## config.mk

```make
export PLATFORM = sky130hd
export DESIGN_NAME = hyperbus_arbiter
export DESIGN_NICKNAME = d
export VERILOG_FILES = /design/src/rtl/hyperbus_arbiter.sv
export SDC_FILE = /design/constraint.sdc
export NUM_CORES = 1
export LEC_CHECK = 0
export CORE_MARGIN = 3
export CORE_UTILIZATION = 49
export DETAILED_ROUTE_END_ITERATION = 8
export GPL_ROUTABILITY_DRIVEN = 0
export PLACE_DENSITY_LB_ADDON = 0.12
export SYNTH_ARGS = -nofsm -noshare
export SYNTH_HDL_FRONTEND = slang
export SYNTH_SLANG_ARGS = --single-unit
```

## constraint.sdc

```tcl
create_clock -name hbus_clk -period 2.75 [get_ports hbus_clk]
set_input_delay 0.6875 -clock hbus_clk [delete_from_list [all_inputs] [get_ports hbus_clk]]
set_output_delay 0.6875 -clock hbus_clk [all_outputs]
set_load 0.01 [all_outputs]
```

## src/rtl/hyperbus_arbiter.sv

```systemverilog
`default_nettype none
// ============================================================================
//  Module   : hyperbus_arbiter
//  Purpose  : Two-port round-robin arbiter in front of one HyperBus controller
//             request interface. Each port has a single-entry pending register.
//             One transaction is in flight downstream at a time. Completions
//             and read data are routed back to the granted port. A watchdog
//             aborts transactions whose completion never arrives.
//  Ports    : hbus_clk/hbus_rst      clock, synchronous active-high reset
//             mN_adr_i/dat_i/mask_i  request address, write data and mask
//             mN_rrq/mN_wrq          single-cycle read/write request pulses
//             mN_dat_o               read data, held until the next read
//             mN_ready/valid/err     write-ack, read-valid and abort pulses
//             mN_busy                port has a pending or in-flight request
//             hbus_adr_o/dat_o/mask_o, hbus_rrq/wrq   controller request side
//             hbus_dat_i, hbus_ready/valid/busy       controller response side
//  Revision : 1.0  initial release
// ============================================================================
module hyperbus_arbiter #(
  parameter int HBUS_ADDR_WIDTH = 32,
  parameter int HBUS_DATA_WIDTH = 16,
  parameter int TIMEOUT         = 1024
) (
  input  logic                         hbus_clk,
  input  logic                         hbus_rst,
  input  logic [HBUS_ADDR_WIDTH-1:0]   m0_adr_i,
  input  logic [HBUS_DATA_WIDTH-1:0]   m0_dat_i,
  input  logic [HBUS_DATA_WIDTH/8-1:0] m0_mask_i,
  input  logic                         m0_rrq,
  input  logic                         m0_wrq,
  output logic [HBUS_DATA_WIDTH-1:0]   m0_dat_o,
  output logic                         m0_ready,
  output logic                         m0_valid,
  output logic                         m0_err,
  output logic                         m0_busy,
  input  logic [HBUS_ADDR_WIDTH-1:0]   m1_adr_i,
  input  logic [HBUS_DATA_WIDTH-1:0]   m1_dat_i,
  input  logic [HBUS_DATA_WIDTH/8-1:0] m1_mask_i,
  input  logic                         m1_rrq,
  input  logic                         m1_wrq,
  output logic [HBUS_DATA_WIDTH-1:0]   m1_dat_o,
  output logic                         m1_ready,
  output logic                         m1_valid,
  output logic                         m1_err,
  output logic                         m1_busy,
  output logic [HBUS_ADDR_WIDTH-1:0]   hbus_adr_o,
  output logic [HBUS_DATA_WIDTH-1:0]   hbus_dat_o,
  output logic [HBUS_DATA_WIDTH/8-1:0] hbus_mask_o,
  output logic                         hbus_rrq,
  output logic                         hbus_wrq,
  input  logic [HBUS_DATA_WIDTH-1:0]   hbus_dat_i,
  input  logic                         hbus_ready,
  input  logic                         hbus_valid,
  input  logic                         hbus_busy
);

  localparam int          MASK_WIDTH = HBUS_DATA_WIDTH / 8;
  localparam logic [15:0] WD_LOAD    = 16'(TIMEOUT - 1);

  typedef enum logic [1:0] {
    IDLE  = 2'd0,
    ISSUE = 2'd1,
    WAIT  = 2'd2
  } state_t;

  state_t state, state_d;
  logic   grant, grant_d;
  logic   last;
  logic   issue_we;
  logic [15:0] wd;

  logic [1:0] pend_v, pend_v_d;
  logic [1:0] pend_we;
  logic [HBUS_ADDR_WIDTH-1:0] pend_adr  [2];
  logic [HBUS_DATA_WIDTH-1:0] pend_dat  [2];
  logic [MASK_WIDTH-1:0]      pend_mask [2];

  logic [1:0] busy, busy_d;
  logic [1:0] ready_q, valid_q, err_q;
  logic [HBUS_DATA_WIDTH-1:0] dat_q [2];

  logic [1:0] accept;
  logic       start, complete, abort;

  // A request is taken only while the port is idle; otherwise it is dropped.
  assign accept = {m1_rrq | m1_wrq, m0_rrq | m0_wrq} & ~busy;

  always_comb begin
    state_d  = state;
    grant_d  = grant;
    start    = 1'b0;
    complete = 1'b0;
    abort    = 1'b0;
    case (state)
      IDLE: begin
        if ((pend_v != 2'b00) && !hbus_busy) begin
          state_d = ISSUE;
          start   = 1'b1;
          // On a tie the port that was not served last wins.
          grant_d = (pend_v == 2'b11) ? ~last : pend_v[1];
        end
      end
      ISSUE: state_d = WAIT;
      WAIT: begin
        // Completion is checked first so it wins over a same-cycle expiry.
        if (issue_we ? hbus_ready : hbus_valid) begin
          complete = 1'b1;
          state_d  = IDLE;
        end else if (wd == 16'd1) begin
          // Expiry one cycle before zero so err lands TIMEOUT cycles after
          // the downstream request pulse.
          abort   = 1'b1;
          state_d = IDLE;
        end
      end
      default: state_d = IDLE;
    endcase

    pend_v_d = pend_v;
    busy_d   = 2'b00;
    for (int n = 0; n < 2; n++) begin
      if (accept[n]) begin
        pend_v_d[n] = 1'b1;
      end else if (start && (grant_d == 1'(n))) begin
        pend_v_d[n] = 1'b0;
      end
      busy_d[n] = pend_v_d[n] | ((state_d != IDLE) && (grant_d == 1'(n)));
    end
  end

  always_ff @(posedge hbus_clk) begin
    if (hbus_rst) begin
      state       <= IDLE;
      grant       <= 1'b0;
      last        <= 1'b1;
      issue_we    <= 1'b0;
      wd          <= '0;
      pend_v      <= '0;
      pend_we     <= '0;
      busy        <= '0;
      ready_q     <= '0;
      valid_q     <= '0;
      err_q       <= '0;
      hbus_adr_o  <= '0;
      hbus_dat_o  <= '0;
      hbus_mask_o <= '0;
      hbus_rrq    <= 1'b0;
      hbus_wrq    <= 1'b0;
      for (int n = 0; n < 2; n++) begin
        pend_adr[n]  <= '0;
        pend_dat[n]  <= '0;
        pend_mask[n] <= '0;
        dat_q[n]     <= '0;
      end
    end else begin
      state    <= state_d;
      grant    <= grant_d;
      pend_v   <= pend_v_d;
      busy     <= busy_d;
      hbus_rrq <= 1'b0;
      hbus_wrq <= 1'b0;
      ready_q  <= '0;
      valid_q  <= '0;
      err_q    <= '0;

      // Simultaneous rrq and wrq resolve to a write.
      if (accept[0]) begin
        pend_we[0]  <= m0_wrq;
        pend_adr[0] <= m0_adr_i;
        if (m0_wrq) begin
          pend_dat[0]  <= m0_dat_i;
          pend_mask[0] <= m0_mask_i;
        end
      end
      if (accept[1]) begin
        pend_we[1]  <= m1_wrq;
        pend_adr[1] <= m1_adr_i;
        if (m1_wrq) begin
          pend_dat[1]  <= m1_dat_i;
          pend_mask[1] <= m1_mask_i;
        end
      end

      if (start) begin
        hbus_adr_o  <= pend_adr[grant_d];
        hbus_dat_o  <= pend_dat[grant_d];
        hbus_mask_o <= pend_mask[grant_d];
        issue_we    <= pend_we[grant_d];
        hbus_wrq    <= pend_we[grant_d];
        hbus_rrq    <= ~pend_we[grant_d];
      end

      if (state == ISSUE) begin
        wd <= WD_LOAD;
      end else if (state == WAIT) begin
        wd <= wd - 16'd1;
      end

      if (complete) begin
        last <= grant;
        if (issue_we) begin
          ready_q[grant] <= 1'b1;
        end else begin
          valid_q[grant] <= 1'b1;
          dat_q[grant]   <= hbus_dat_i;
        end
      end
      if (abort) begin
        last         <= grant;
        err_q[grant] <= 1'b1;
      end
    end
  end

  assign m0_dat_o = dat_q[0];
  assign m1_dat_o = dat_q[1];
  assign m0_ready = ready_q[0];
  assign m1_ready = ready_q[1];
  assign m0_valid = valid_q[0];
  assign m1_valid = valid_q[1];
  assign m0_err   = err_q[0];
  assign m1_err   = err_q[1];
  assign m0_busy  = busy[0];
  assign m1_busy  = busy[1];

endmodule
`default_nettype wire

```

## After elaboration in Yosys (flattened, before gate mapping)

Memories as Yosys holds them, arrays and structs flattened. A register that Yosys moved wholly into a read port is not among the register bits.
Cells that the tools add are included.

- Register bits: 35
- RAM bits: 132
- Input port bits: 125
- Logic and storage cells: 120
- Memories: 4

Memories:

| name | words | width | read ports | clocked after memory_dff | wr ports | RTL line | text |
|---|---|---|---|---|---|---|---|
| pend_adr | 2 | 32 | 1 | 1 | 2 | 74 | `logic [HBUS_ADDR_WIDTH-1:0] pend_adr [2];` |
| dat_q | 2 | 16 | 2 | 0 | 2 | 80 | `logic [HBUS_DATA_WIDTH-1:0] dat_q [2];` |
| pend_dat | 2 | 16 | 1 | 1 | 2 | 75 | `logic [HBUS_DATA_WIDTH-1:0] pend_dat [2];` |
| pend_mask | 2 | 2 | 1 | 1 | 2 | 76 | `logic [MASK_WIDTH-1:0] pend_mask [2];` |

- Add/subtract/negate cells: 1
- Order comparisons: 3
- Equal/unequal tests: 4
- Mux-type cells: 56
- Bitwise operators: 19
- Reduce and logical (&&, ||, !) cells: 18

Operator list:

| cell | count |
|---|---|
| $mux 32 | 2 |
| $mux 16 | 3 |
| $mux 1 | 42 |
| $mux 10 | 2 |
| $eq 16x1->1 const B | 1 |
| $reduce_or 16->1 | 1 |
| $sub 16x1->16 const B | 1 |
| $mux 2 | 5 |
| $or 1x1->1 | 10 |
| $reduce_bool 2->1 | 4 |
| $not 1->1 | 7 |
| $logic_and 1x1->1 | 6 |
| $pmux 2 s3 | 1 |
| $reduce_or 2->1 | 3 |
| $reduce_or 3->1 | 2 |
| $eq 2x2->1 const B | 2 |
| $lt 1x2->1 const B | 2 |
| $and 2x2->2 | 1 |
| $eq 2x1->1 const B | 1 |
| $logic_not 2->1 | 1 |
| $not 2->2 | 1 |
| $demux 1 s1 | 1 |
| $ge 1x1->1 const B | 1 |
| $logic_not 1->1 | 1 |

## Longest topological paths before layout

- Depth after elaboration: 9
- Mapped depth: 10

## Least setup slack after synthesis

No wires, ideal clock.

- Path kind: input port to flip-flop
- From: input port hbus_rst
- To: memory pend_adr[0][0] (enable)
- Arrival: 2.085 ns
- Data required time: 2.361 ns
- Slack: 0.275 ns
- Cell stages on the path: 4
- Cells stage by stage: clkbuf_1 clkinv_1 clkbuf_1 nand2_1

RTL lines:

| item | RTL line | text |
|---|---|---|
| start, declared | 25 | `input logic hbus_rst,` |
| end, declared | 74 |  |

## Worst setup path in the final report

- From: register state[0]
- To: register hbus_adr_o[19] (read register of pend_adr)

- Longest elaborated chain between the ends: 2
- Elaborated cells on any way between the ends: 3

Ends and longest elaborated chain:

| item | RTL line | text |
|---|---|---|
| start, declared | 66 | `state_t state, state_d;` |
| start signal, assigned | 156 | `state <= state_d;` |
| $logic_not 2->1 (*) | 94 | `case (state)` |
| $mux 1 | 94 |  |
| end, declared | 46 | `output logic [HBUS_ADDR_WIDTH-1:0] hbus_adr_o,` |

Every way passes the cells marked *; elsewhere a longest branch is shown, timed or not.
A chain may end at the register's enable or synchronous reset.

==> summary.txt <==
Synth cell types = 44
Post-DP HPWL = 13520 um
Critical Path AT = 2.79 ns
Post-route cell area = 11560 um^2
Post-CTS setup repair buffer count = 0
Final Hold Slack = 0.4567 ns
Register area share after synthesis = 67.64%
Clk sinks = 217
GRT overflow = 0
Crit Path Class = reg -> reg
Worst EP required = 3.17 ns
Worst-Skew Late Latency = 0.49 ns
Hold-fix buffers, CTS = 0
Largest net degree at the start of global routing = 65
Port bufs = 216
GRT Util Overall = 21.06%
Reg2reg start = state[0]
Fillers = 1181
Initial antenna violation count = 0
Most frequent cells in the layout = clkdlybuf4s50_1 (215), and2_1 (133), edfxtp_1 (132), nor2_1 (88), dfxtp_1 (85)
Min Clock Period, post-route = 2.377 ns
Max Buffers Root-to-Sink = 3
Non-filler cells, final = 1144
#FFs+latches synth = 217
Hold Path Cell Cnt = 2
Number of synthesized flops with an enable pin = 132
I/O Pins = 217
Mapped Area = 8376 um^2
Layout area overhead = 38.05%
# DRC = 0
Hold path startpoint = pend_dat[0][8]
Main synth FF type = edfxtp_1
Core Rows = 47
Root Driver = clkbuf_16
Inst Count DP = 1103
Synthesized area per cell = 12.17 um^2
Antenna cells = 0
Maximum vdd ir drop = 517.0 uV
Hold violation count in the final report = 0
Setup Viol. Count Final = 0
Avg Vias per Cell = 5.260
Worst Skew = 0.008205 ns
CP peak stage delay = 0.67 ns
Reg2Reg Capture Point = hbus_adr_o[19]
Post-synthesis cell count = 688
CP top delay family = simple AND/OR/NAND/NOR gates
Initial Util = 50.33%
Routed len/inst = 17.23 um
WL final = 19720 um
RSZ-0062 raised after global routing = false
Least-Margin Pin Slew = 1.192 ns
Cells along the critical path = inv_1, ha_1, nor2b_1, o21ai_2, nor2_2, nand2_1, a21oi_1
Die footprint = 18700 um^2
Post-CTS Resized = 0
Ys async rst share = 0%
Pins over their slew limit = 0
Slowest CP cell = nor2_2
Global-route wire length before repair = 31000 um
Routed via count = 6017
Fmax = 0.4207 GHz
Max Cap Viol = 0
Worst-path fanout max = 18
Placed instance area = 10810 um^2
H-tree depth = 1
Syn Nets = 819
Rel. slew slack = 20.35%
Post-DRT Antenna Nets = 0
Die extent in x = 136.7 um
Core area = 16640 um^2
CP Launch Type = register
CP bufs+invs = 1
CP endpoint kind = register
Yosys synthesis warning count = 0
Utilization after layout = 69.48%
Final cycle utilization of the critical path = 86.43%
Leakage = 4.329 nW
Share of layout cells above drive strength 1 = 7.035%
Hold Path Sink = hbus_dat_o[8]
Status = finished clean
Num CTS Buffers = 23
Nets = 1039
Reg2reg setup slack = 0.37 ns
Die H = 136.7 um
Power density cells = 721.4 nW/um^2
Clk pin slew, worst setup/hold paths = 0.06 ns
Most common cell after layout, fill and taps aside = clkdlybuf4s50_1
Vias in the first global route = 6104
Worst Reg2Reg Path Length in Cells = 7
Iteration-0 DRC Markers = 282
CTS tree = built
Drt first pass iters = 5
Min-delay worst type = reg -> reg
[flip-flops by register name, summed over array words and instances, names as in the netlist, 2 cells and up]
register     count
wd              16
pend_mask        4
pend_v           2
hbus_dat_o      16
dat_q           32
ready_q          2
pend_dat        32
pend_we          2
err_q            2
hbus_adr_o      32
pend_adr        64
hbus_mask_o      2
busy             2
valid_q          2
state            2
[cell families (layout without fill, tap and decap cells)]
kind of cell / count (synthesis) / count (layout) / share of synthesized area [%]
AO/OA/AOI/OAI: 113 / 113 / 9.426
XOR/XNOR: 8 / 8 / 0.8366
adder cells (fa/ha/maj): 6 / 6 / 0.8963
buffers and inverters: 51 / 287 / 2.345
flip-flops: 217 / 217 / 67.64
multiplexers: 2 / 2 / 0.2390
AND/OR/NAND/NOR: 291 / 291 / 18.61
[metrics by stage]
stage                     setup TNS [ns]  setup slack (ns)  total power, W
final                                  0            0.3732        0.008341
after global routing                   0           0.07230        0.008720
after CTS                              0            0.3676        0.008433
after detailed placement        -0.09162          -0.02357        0.005385
after global placement                 0           0.06351        0.005326
after floorplan                        0            0.2751        0.004729
[synth_stat cells, types with 2 or more instances]
| cell type | n | share of area, % |
|---|---|---|
| o221ai_1 | 30 | 3.1 |
| edfxtp_1 | 132 | 47 |
| and4b_1 | 2 | 0.24 |
| o211ai_1 | 2 | 0.18 |
| o21a_1 | 6 | 0.54 |
| ha_1 | 6 | 0.90 |
| o21ai_0 | 8 | 0.48 |
| buf_1 | 2 | 0.090 |
| or2_2 | 3 | 0.22 |
| buf_2 | 4 | 0.24 |
| nand2b_1 | 2 | 0.15 |
| and3_1 | 2 | 0.15 |
| nor3_1 | 6 | 0.36 |
| nand2_1 | 30 | 1.3 |
| nor2_1 | 88 | 3.9 |
| and2_1 | 133 | 9.9 |
| o21bai_1 | 3 | 0.27 |
| o22ai_1 | 3 | 0.22 |
| a211oi_1 | 3 | 0.27 |
| a21boi_0 | 2 | 0.18 |
| a22oi_1 | 18 | 1.6 |
| xor2_1 | 2 | 0.21 |
| nor2b_1 | 4 | 0.30 |
| nor3b_1 | 4 | 0.36 |
| nor4_1 | 3 | 0.22 |
| dfxtp_1 | 85 | 20 |
| inv_1 | 10 | 0.45 |
| clkbuf_1 | 34 | 1.5 |
| nand3_1 | 5 | 0.30 |
| a21oi_1 | 32 | 1.9 |
| xnor2_1 | 6 | 0.63 |
| a311oi_1 | 5 | 0.52 |
| mux2i_1 | 2 | 0.24 |
[worst register-to-register path: cells and delay by family (launching register included)]
kind                     cells  cell delay (ns)
AND/OR/NAND/NOR              3             1.26
buffers and inverters        1             0.16
adder cells (fa/ha/maj)      1             0.22
AO/OA/AOI/OAI                2             0.32
flip-flops                   1             0.35
[per-layer routing]
metal	vias to the layer above	global-route usage, %	routed length [um]
li1	2877	-	-
met1	2891	26.94	8029
met2	221	36.58	9823
met3	28	4.779	1480
met4	0	4.871	380
met5	-	0	0
[cell type report]
class                   instances  area [um^2]  area share [%]
clock buffers                  36        674.4           5.833
multi-input cells             420         2532           21.90
flip-flops and latches        217         5665           49.00
clock inverters                 5        73.82          0.6385
well taps                     220        275.3           2.381
repair buffers                235         2300           19.89
inverters                      11        41.29          0.3571
[where the power goes]
group,leakage (nW),switching [W],internal (W),total [W]
combinational,1.85,0.000638,0.000673,0.00131
sequential,2.11,0.000180,0.00382,0.00400
clock,0.366,0.00116,0.00186,0.00303
[worst max-delay path by stage]
stage	startpoint	to	cells past startpoint
2_1_floorplan	hbus_rst	pend_adr[0][0]	4
3_3_place_gp	hbus_busy	hbus_adr_o[29]	6
3_5_place_dp	hbus_busy	hbus_adr_o[19]	6
4_1_cts	state[0]	hbus_adr_o[19]	7
5_1_grt	state[0]	hbus_adr_o[19]	7
6_report	state[0]	hbus_adr_o[19]	7
Note: power is estimated with default switching activity, not from simulation.
